**config.mk**
```make
export PLATFORM = sky130hd
export DESIGN_NAME = motor_cmd_scheduler_flat
export DESIGN_NICKNAME = d
export VERILOG_FILES = /design/src/rtl/motor_cmd_scheduler_if.sv /design/src/rtl/motor_cmd_scheduler.sv /design/src/flat_wrapper.sv
export SDC_FILE = /design/constraint.sdc
export NUM_CORES = 1
export LEC_CHECK = 0
export CORE_MARGIN = 5
export CORE_UTILIZATION = 40
export CTS_BUF_LIST = sky130_fd_sc_hd__clkbuf_8 sky130_fd_sc_hd__clkbuf_16
export CTS_CLUSTER_DIAMETER = 40
export DETAILED_ROUTE_END_ITERATION = 16
export GPL_TIMING_DRIVEN = 0
export HOLD_SLACK_MARGIN = 0.12
export PLACE_DENSITY = 0.74
export SYNTH_ARGS = -nofsm -noshare
export SYNTH_HDL_FRONTEND = slang
export SYNTH_SLANG_ARGS = --single-unit
```
**constraint.sdc**
```tcl
create_clock -name orgclk -period 1.7 [get_ports orgclk]
set_input_delay 0.34 -clock orgclk [delete_from_list [all_inputs] [get_ports orgclk]]
set_output_delay 0.34 -clock orgclk [all_outputs]
set_load 0.1 [all_outputs]
```
**src/rtl/motor_cmd_scheduler_if.sv**
```systemverilog
// Purpose : bundles the requester, e-stop and motor-status signals of motor_cmd_scheduler.
// Latency : n/a (wires only).
// Backpressure: none; requesters hold their valid level, and ownership is reported through the grants.
// Ports   : req_a/req_a_valid, req_b/req_b_valid, estop (towards scheduler);
//           cmd, grant_a, grant_b, busy, fault, state_o (from scheduler).
interface motor_cmd_scheduler_if;
    logic [1:0] req_a;
    logic       req_a_valid;
    logic [1:0] req_b;
    logic       req_b_valid;
    logic       estop;
    logic [1:0] cmd;
    logic       grant_a;
    logic       grant_b;
    logic       busy;
    logic       fault;
    logic [1:0] state_o;

    // Requester / system side.
    modport master (
        output req_a, req_a_valid, req_b, req_b_valid, estop,
        input  cmd, grant_a, grant_b, busy, fault, state_o
    );

    // Scheduler side.
    modport slave (
        input  req_a, req_a_valid, req_b, req_b_valid, estop,
        output cmd, grant_a, grant_b, busy, fault, state_o
    );
endinterface

```
**src/rtl/motor_cmd_scheduler.sv**
```systemverilog
// Purpose : arbitrates the 2-bit motor command between panel A (priority) and auto B, with reversal dead-time and e-stop.
// Latency : requests are sampled on prescaled ticks; cmd updates on the tick edge, and e-stop forces cmd=00 on the next clock edge.
// Backpressure: a requester owns the motor while its grant is high; unsafe changes are delayed through DRAIN.
// Ports   : orgclk, rst (sync, active high); bus = motor_cmd_scheduler_if.slave
//           (req_a/req_b + valids, estop in; cmd, grant_a, grant_b, busy, fault, state_o out).
module motor_cmd_scheduler #(
    parameter int PRESCALE   = 4,
    parameter int DEAD_TICKS = 3
) (
    input  logic                        orgclk,
    input  logic                        rst,
    motor_cmd_scheduler_if.slave        bus
);
    localparam int PW = (PRESCALE > 1) ? $clog2(PRESCALE) : 1;
    localparam int DW = $clog2(DEAD_TICKS + 1);

    typedef enum logic [1:0] {
        S_IDLE  = 2'b00,
        S_RUN   = 2'b01,
        S_DRAIN = 2'b10,
        S_ESTOP = 2'b11
    } state_t;

    state_t        state_q, state_d;
    logic [PW-1:0] pcnt_q;
    logic          tick;
    logic [1:0]    cmd_q, cmd_d;
    logic [1:0]    target_q, target_d;
    logic [DW-1:0] dcnt_q, dcnt_d;
    logic          gnt_a_q, gnt_a_d;
    logic          gnt_b_q, gnt_b_d;
    logic          busy_q, busy_d;
    logic          fault_q, fault_d;

    // Owner as seen on this tick, after A has had the chance to preempt B.
    logic          own_a, own_b, own_vld;
    logic [1:0]    r;

    // Changes between opposing motions, or leaving brake for a motion, must pass through 00.
    function automatic logic needs_drain(input logic [1:0] from, input logic [1:0] to);
        return (from != 2'b00) && (to != 2'b00) && (to != 2'b11) && (to != from);
    endfunction

    assign tick = (pcnt_q == PW'(PRESCALE - 1));

    always_comb begin
        own_a   = gnt_a_q | (gnt_b_q & bus.req_a_valid);
        own_b   = gnt_b_q & ~bus.req_a_valid;
        own_vld = own_a ? bus.req_a_valid : (own_b ? bus.req_b_valid : 1'b0);
        r       = own_a ? bus.req_a : bus.req_b;
    end

    always_comb begin
        state_d  = state_q;
        cmd_d    = cmd_q;
        target_d = target_q;
        dcnt_d   = dcnt_q;
        gnt_a_d  = gnt_a_q;
        gnt_b_d  = gnt_b_q;
        fault_d  = fault_q;

        if (bus.estop) begin
            state_d = S_ESTOP;
            cmd_d   = 2'b00;
            gnt_a_d = 1'b0;
            gnt_b_d = 1'b0;
            fault_d = 1'b1;
        end else if (tick) begin
            unique case (state_q)
                S_IDLE: begin
                    if (bus.req_a_valid) begin
                        gnt_a_d = 1'b1;
                        cmd_d   = bus.req_a;
                        state_d = S_RUN;
                    end else if (bus.req_b_valid) begin
                        gnt_b_d = 1'b1;
                        cmd_d   = bus.req_b;
                        state_d = S_RUN;
                    end
                end
                S_RUN: begin
                    gnt_a_d = own_a;
                    gnt_b_d = own_b;
                    if (!own_vld) begin
                        // Owner released: a moving motor still gets the full dead-time.
                        gnt_a_d = 1'b0;
                        gnt_b_d = 1'b0;
                        cmd_d   = 2'b00;
                        if (cmd_q == 2'b00) begin
                            state_d = S_IDLE;
                        end else begin
                            state_d  = S_DRAIN;
                            target_d = 2'b00;
                            dcnt_d   = DW'(DEAD_TICKS);
                        end
                    end else if (r != cmd_q) begin
                        if (needs_drain(cmd_q, r)) begin
                            state_d  = S_DRAIN;
                            cmd_d    = 2'b00;
                            target_d = r;
                            dcnt_d   = DW'(DEAD_TICKS);
                        end else begin
                            cmd_d = r;
                        end
                    end
                end
                S_DRAIN: begin
                    // An owner that lets go during DRAIN loses the grant; the drain then ends in IDLE.
                    gnt_a_d  = own_a & own_vld;
                    gnt_b_d  = own_b & own_vld;
                    target_d = own_vld ? r : 2'b00;
                    if (dcnt_q == DW'(1)) begin
                        dcnt_d = '0;
                        if (own_vld) begin
                            cmd_d   = r;
                            state_d = S_RUN;
                        end else begin
                            state_d = S_IDLE;
                        end
                    end else begin
                        dcnt_d = dcnt_q - 1'b1;
                    end
                end
                S_ESTOP: begin
                    state_d  = S_DRAIN;
                    target_d = 2'b00;
                    dcnt_d   = DW'(DEAD_TICKS);
                end
                default: state_d = S_IDLE;
            endcase
        end

        if (state_d == S_IDLE) begin
            fault_d = 1'b0;
        end
        busy_d = (state_d == S_DRAIN);
    end

    always_ff @(posedge orgclk) begin
        if (rst) begin
            pcnt_q   <= '0;
            state_q  <= S_IDLE;
            cmd_q    <= 2'b00;
            target_q <= 2'b00;
            dcnt_q   <= '0;
            gnt_a_q  <= 1'b0;
            gnt_b_q  <= 1'b0;
            busy_q   <= 1'b0;
            fault_q  <= 1'b0;
        end else begin
            pcnt_q   <= tick ? '0 : pcnt_q + 1'b1;
            state_q  <= state_d;
            cmd_q    <= cmd_d;
            target_q <= target_d;
            dcnt_q   <= dcnt_d;
            gnt_a_q  <= gnt_a_d;
            gnt_b_q  <= gnt_b_d;
            busy_q   <= busy_d;
            fault_q  <= fault_d;
        end
    end

    assign bus.cmd     = cmd_q;
    assign bus.grant_a = gnt_a_q;
    assign bus.grant_b = gnt_b_q;
    assign bus.busy    = busy_q;
    assign bus.fault   = fault_q;
    assign bus.state_o = state_q;
endmodule

```
**src/flat_wrapper.sv**
```systemverilog
// flat-port wrapper written by rule: the top's interface ports become plain ports
module motor_cmd_scheduler_flat 
#(
    parameter int PRESCALE   = 4,
    parameter int DEAD_TICKS = 3
)
  (orgclk, rst, bus_req_a, bus_req_a_valid, bus_req_b, bus_req_b_valid, bus_estop, bus_cmd, bus_grant_a, bus_grant_b, bus_busy, bus_fault, bus_state_o);
  motor_cmd_scheduler_if bus_i ();
  input  logic orgclk;
  input  logic rst;
  input wire logic [$bits(bus_i.req_a)-1:0] bus_req_a;
  input wire logic [$bits(bus_i.req_a_valid)-1:0] bus_req_a_valid;
  input wire logic [$bits(bus_i.req_b)-1:0] bus_req_b;
  input wire logic [$bits(bus_i.req_b_valid)-1:0] bus_req_b_valid;
  input wire logic [$bits(bus_i.estop)-1:0] bus_estop;
  output wire logic [$bits(bus_i.cmd)-1:0] bus_cmd;
  output wire logic [$bits(bus_i.grant_a)-1:0] bus_grant_a;
  output wire logic [$bits(bus_i.grant_b)-1:0] bus_grant_b;
  output wire logic [$bits(bus_i.busy)-1:0] bus_busy;
  output wire logic [$bits(bus_i.fault)-1:0] bus_fault;
  output wire logic [$bits(bus_i.state_o)-1:0] bus_state_o;
  assign bus_i.req_a = bus_req_a;
  assign bus_i.req_a_valid = bus_req_a_valid;
  assign bus_i.req_b = bus_req_b;
  assign bus_i.req_b_valid = bus_req_b_valid;
  assign bus_i.estop = bus_estop;
  assign bus_cmd = bus_i.cmd;
  assign bus_grant_a = bus_i.grant_a;
  assign bus_grant_b = bus_i.grant_b;
  assign bus_busy = bus_i.busy;
  assign bus_fault = bus_i.fault;
  assign bus_state_o = bus_i.state_o;
  motor_cmd_scheduler #(.PRESCALE(PRESCALE), .DEAD_TICKS(DEAD_TICKS)) u_core (.orgclk(orgclk), .rst(rst), .bus(bus_i));
endmodule
```
==> summary.txt <==
Routing
  • Final wirelength: between 2 and 3 mm
  • Drt drc: 0
  • Via count: ~1,000
  • Final ANT Viol Nets: 0
  • 1st-iter DRT viols: 17
  • Drt via density: 5.86
  • Routed WL per cell: 16.1 um
  • Drt pass-1 iters: 4

Floorplan
  • Boundary Pins: 17
  • Core area: 0.00223 mm^2
  • FP Rows: 17
  • Starting density of the core: between 40% and 50%
  • Die footprint: 0.00342 mm^2
  • Die Ht: roughly 60 um
  • Die X-Extent: around 59 um

Outcome
  • Status: finished with violations
  • Failing checks: setup timing

Placement
  • Pre-CTS setup slack: -0.658 ns
  • Hpwl dp: 1.78 mm
  • Port bufs: 14
  • Gpl congestion: 0.781

Timing
  • Final hold viol count: 0
  • Final WS setup: -0.148 ns
  • Fmax: 0.541 GHz
  • Post-layout minimum cycle time: 1.85 ns
  • Period utilization: 109%
  • Setup violators final: 5
  • Clk_skew: 0.000940 ns
  • Fin. max-slew vios: 0
  • Slew @ Worst Pin: 0.551 ns
  • RSZ-0062 raised after global routing: true
  • Headroom to the max-slew limit: approximately 63%

Global route
  • Pin count of the biggest net entering global routing: 11
  • Overall Global Routing Usage: 17.1%
  • Aggregate global routing overflow: 0
  • Antenna violations before repair: 0
  • Vias in the first global route: 1,032
  • First-pass GRT wire length: between 4 and 5 mm

Clock tree
  • Number of buffers created by CTS: 3
  • Root Driver: clkbuf_8
  • H-tree depth: 1
  • Maximum clock path buffer count: 2
  • Clk sinks: 12
  • TritonCTS clock tree: done
  • Clock transition at path regs: around 0.060 ns
  • Clock Latency Late Sink: 0.25 ns

Worst setup path
  • Critical-path top delay cell: or3_4
  • Required time of the worst setup path: 1.84 ns
  • Largest stage delay, worst path: around 0.38 ns
  • CP startpoint kind: flop
  • Largest fanout on the critical path: 4
  • CP Class: flop to flop
  • Arr. time, crit path: 1.99 ns
  • Critical-path cell list: a21oi_4, mux2_4, xor2_1, or3_4, a2111oi_4
  • CP Capture Type: flop

Logic synthesis
  • Cell variety after synth: 40
  • Cells after synthesis: 116
  • Yosys reg bits: 12
  • Post-synthesis cell area: 941 um^2
  • Fraction of registers with async set/reset: 0%
  • Seq/Total Area, Yosys: 25.5%
  • Dominant synthesized flop cell: dfxtp_1
  • EDFF count, synth: 0
  • Yosys Warn Count: 0
  • Syn Nets: between 100 and 150
  • Post-Syn Area per Cell: 8.11 um^2

Min path
  • Worst Hold Class: input port to flop

Cells and area
  • Share of post-route cells with drive strength above 1: 43.9%
  • Area grow syn2layout: 58.8%
  • FF/Latch Area: roughly 260 um^2
  • Commonest cells after routing, fill and taps aside: 15 x buf_4, 9 x nor2_1, 9 x clkdlybuf4s15_2
  • Filler cells: 174
  • Fin nets: 166
  • Commonest non-fill, non-tap cell in the layout: buf_4
  • Multi-input gate area: ~810 um^2
  • Finished Core Util: 66.9%
  • # diodes: 0

Pwr
  • Max VDD drop: approximately 0.43 mV
  • Leakage: 0.000566 uW
  • PwrDens: 648 mW/mm^2

Flow run
  • Max-cap viol count: 0
## area by class of cell
cell class                 count  share of cell area (%)
multi-input combinational     90                    54.4
timing repair buffer          30                    18.3
sequential                    12                    17.6
clock buffer                   4                    3.69
inverter                       8                    2.35
tap                           28                    2.35
buffer                         4                    1.34
## cell families after synthesis
group / Yosys count / share of synthesized area [%]
buf+inv: 14 / 5.72
mux: 4 / 4.92
flops: 12 / 25.5
xor+xnor: 2 / 1.86
compound gates: 36 / 29.0
simple gates: 40 / 22.3
fa+ha+maj: 8 / 10.6
## repair_timing
action                                  CTS  global route
hold buffers                              0             0
gates resized for setup                  37            21
endpoints found under the setup margin   15             7
buffers inserted                         12             4
pin swaps                                 7            10
## stage by stage
stage / hold slack (ns) / total power (uW) / setup TNS [ns] / cells / area (um^2)
finish: 0.433 / 969 / -0.417 / 176 / 1490
floorplan: 0.408 / 519 / -0.377 / 116 / 1010
global placement: 0.415 / 584 / -4.17 / 158 / 1180
CTS: 0.437 / 922 / -0.157 / 173 / 1350
global route: 0.446 / 1020 / -0.743 / 176 / 1490
detailed placement: 0.423 / 591 / -4.49 / 158 / 1180
## metal layers
metal	up-vias	track usage, %	share of wire [%]
met3	7	3.29	4.8
met4	0	7.95	1.8
met2	30	29.8	52
met5	-	0	0
li1	501	-	-
met1	493	20.0	42
## synthesized netlist by cell type, types with 2 or more instances
library cell	n	share of area [%]
o21ai_0	9	4.8
nor3_1	5	2.7
ha_1	8	11
a311o_1	2	2.1
or2_2	2	1.3
a21oi_1	2	1.1
nand2_1	8	3.2
clkbuf_1	5	2.0
a211oi_1	2	1.6
o211ai_1	4	3.2
nor2_1	9	3.6
dfxtp_1	12	26
nand2b_1	3	2.0
a21o_1	2	1.6
a22oi_1	2	1.6
and3b_1	2	1.9
mux2i_1	2	2.1
inv_1	8	3.2
xor2_1	2	1.9
o221a_2	3	3.6
nor4_1	5	3.3
## sequential cells by signal, summed over array words and instances, names as in the netlist
register,flops
u_core.pcnt_q,2
u_core.bus.grant_a,1
u_core.bus.cmd,2
u_core.bus.grant_b,1
u_core.dcnt_q,2
u_core.bus.busy,1
u_core.bus.fault,1
u_core.bus.state_o,2
## final timing paths
| path | start | end | slack, ns | depth (start not counted) |
|---|---|---|---|---|
| setup / recovery | u_core.bus.grant_b | u_core.bus.cmd[0] | -0.15 | 5 |
| hold / removal | rst | u_core.bus.state_o[0] | 0.43 | 2 |
| setup reg to reg | u_core.bus.grant_b | u_core.bus.cmd[0] | -0.15 | 5 |
| hold reg to reg | u_core.pcnt_q[0] | u_core.pcnt_q[0] | 0.44 | 1 |
## worst max-delay path, delay by kind of cell, from the launching register on
kind	cells	cell delay, ns
AO/OA/AOI/OAI	2	0.51
XOR/XNOR	1	0.16
flip-flops	1	0.36
multiplexers	1	0.34
AND/OR/NAND/NOR	1	0.38
## report_power, final
group	switching [uW]	internal [uW]	total, uW
Combinational	211	120	331
Sequential	19.4	295	314
Clock	119	205	324
Total	349	620	969
Power figures use the tool's default switching activity.
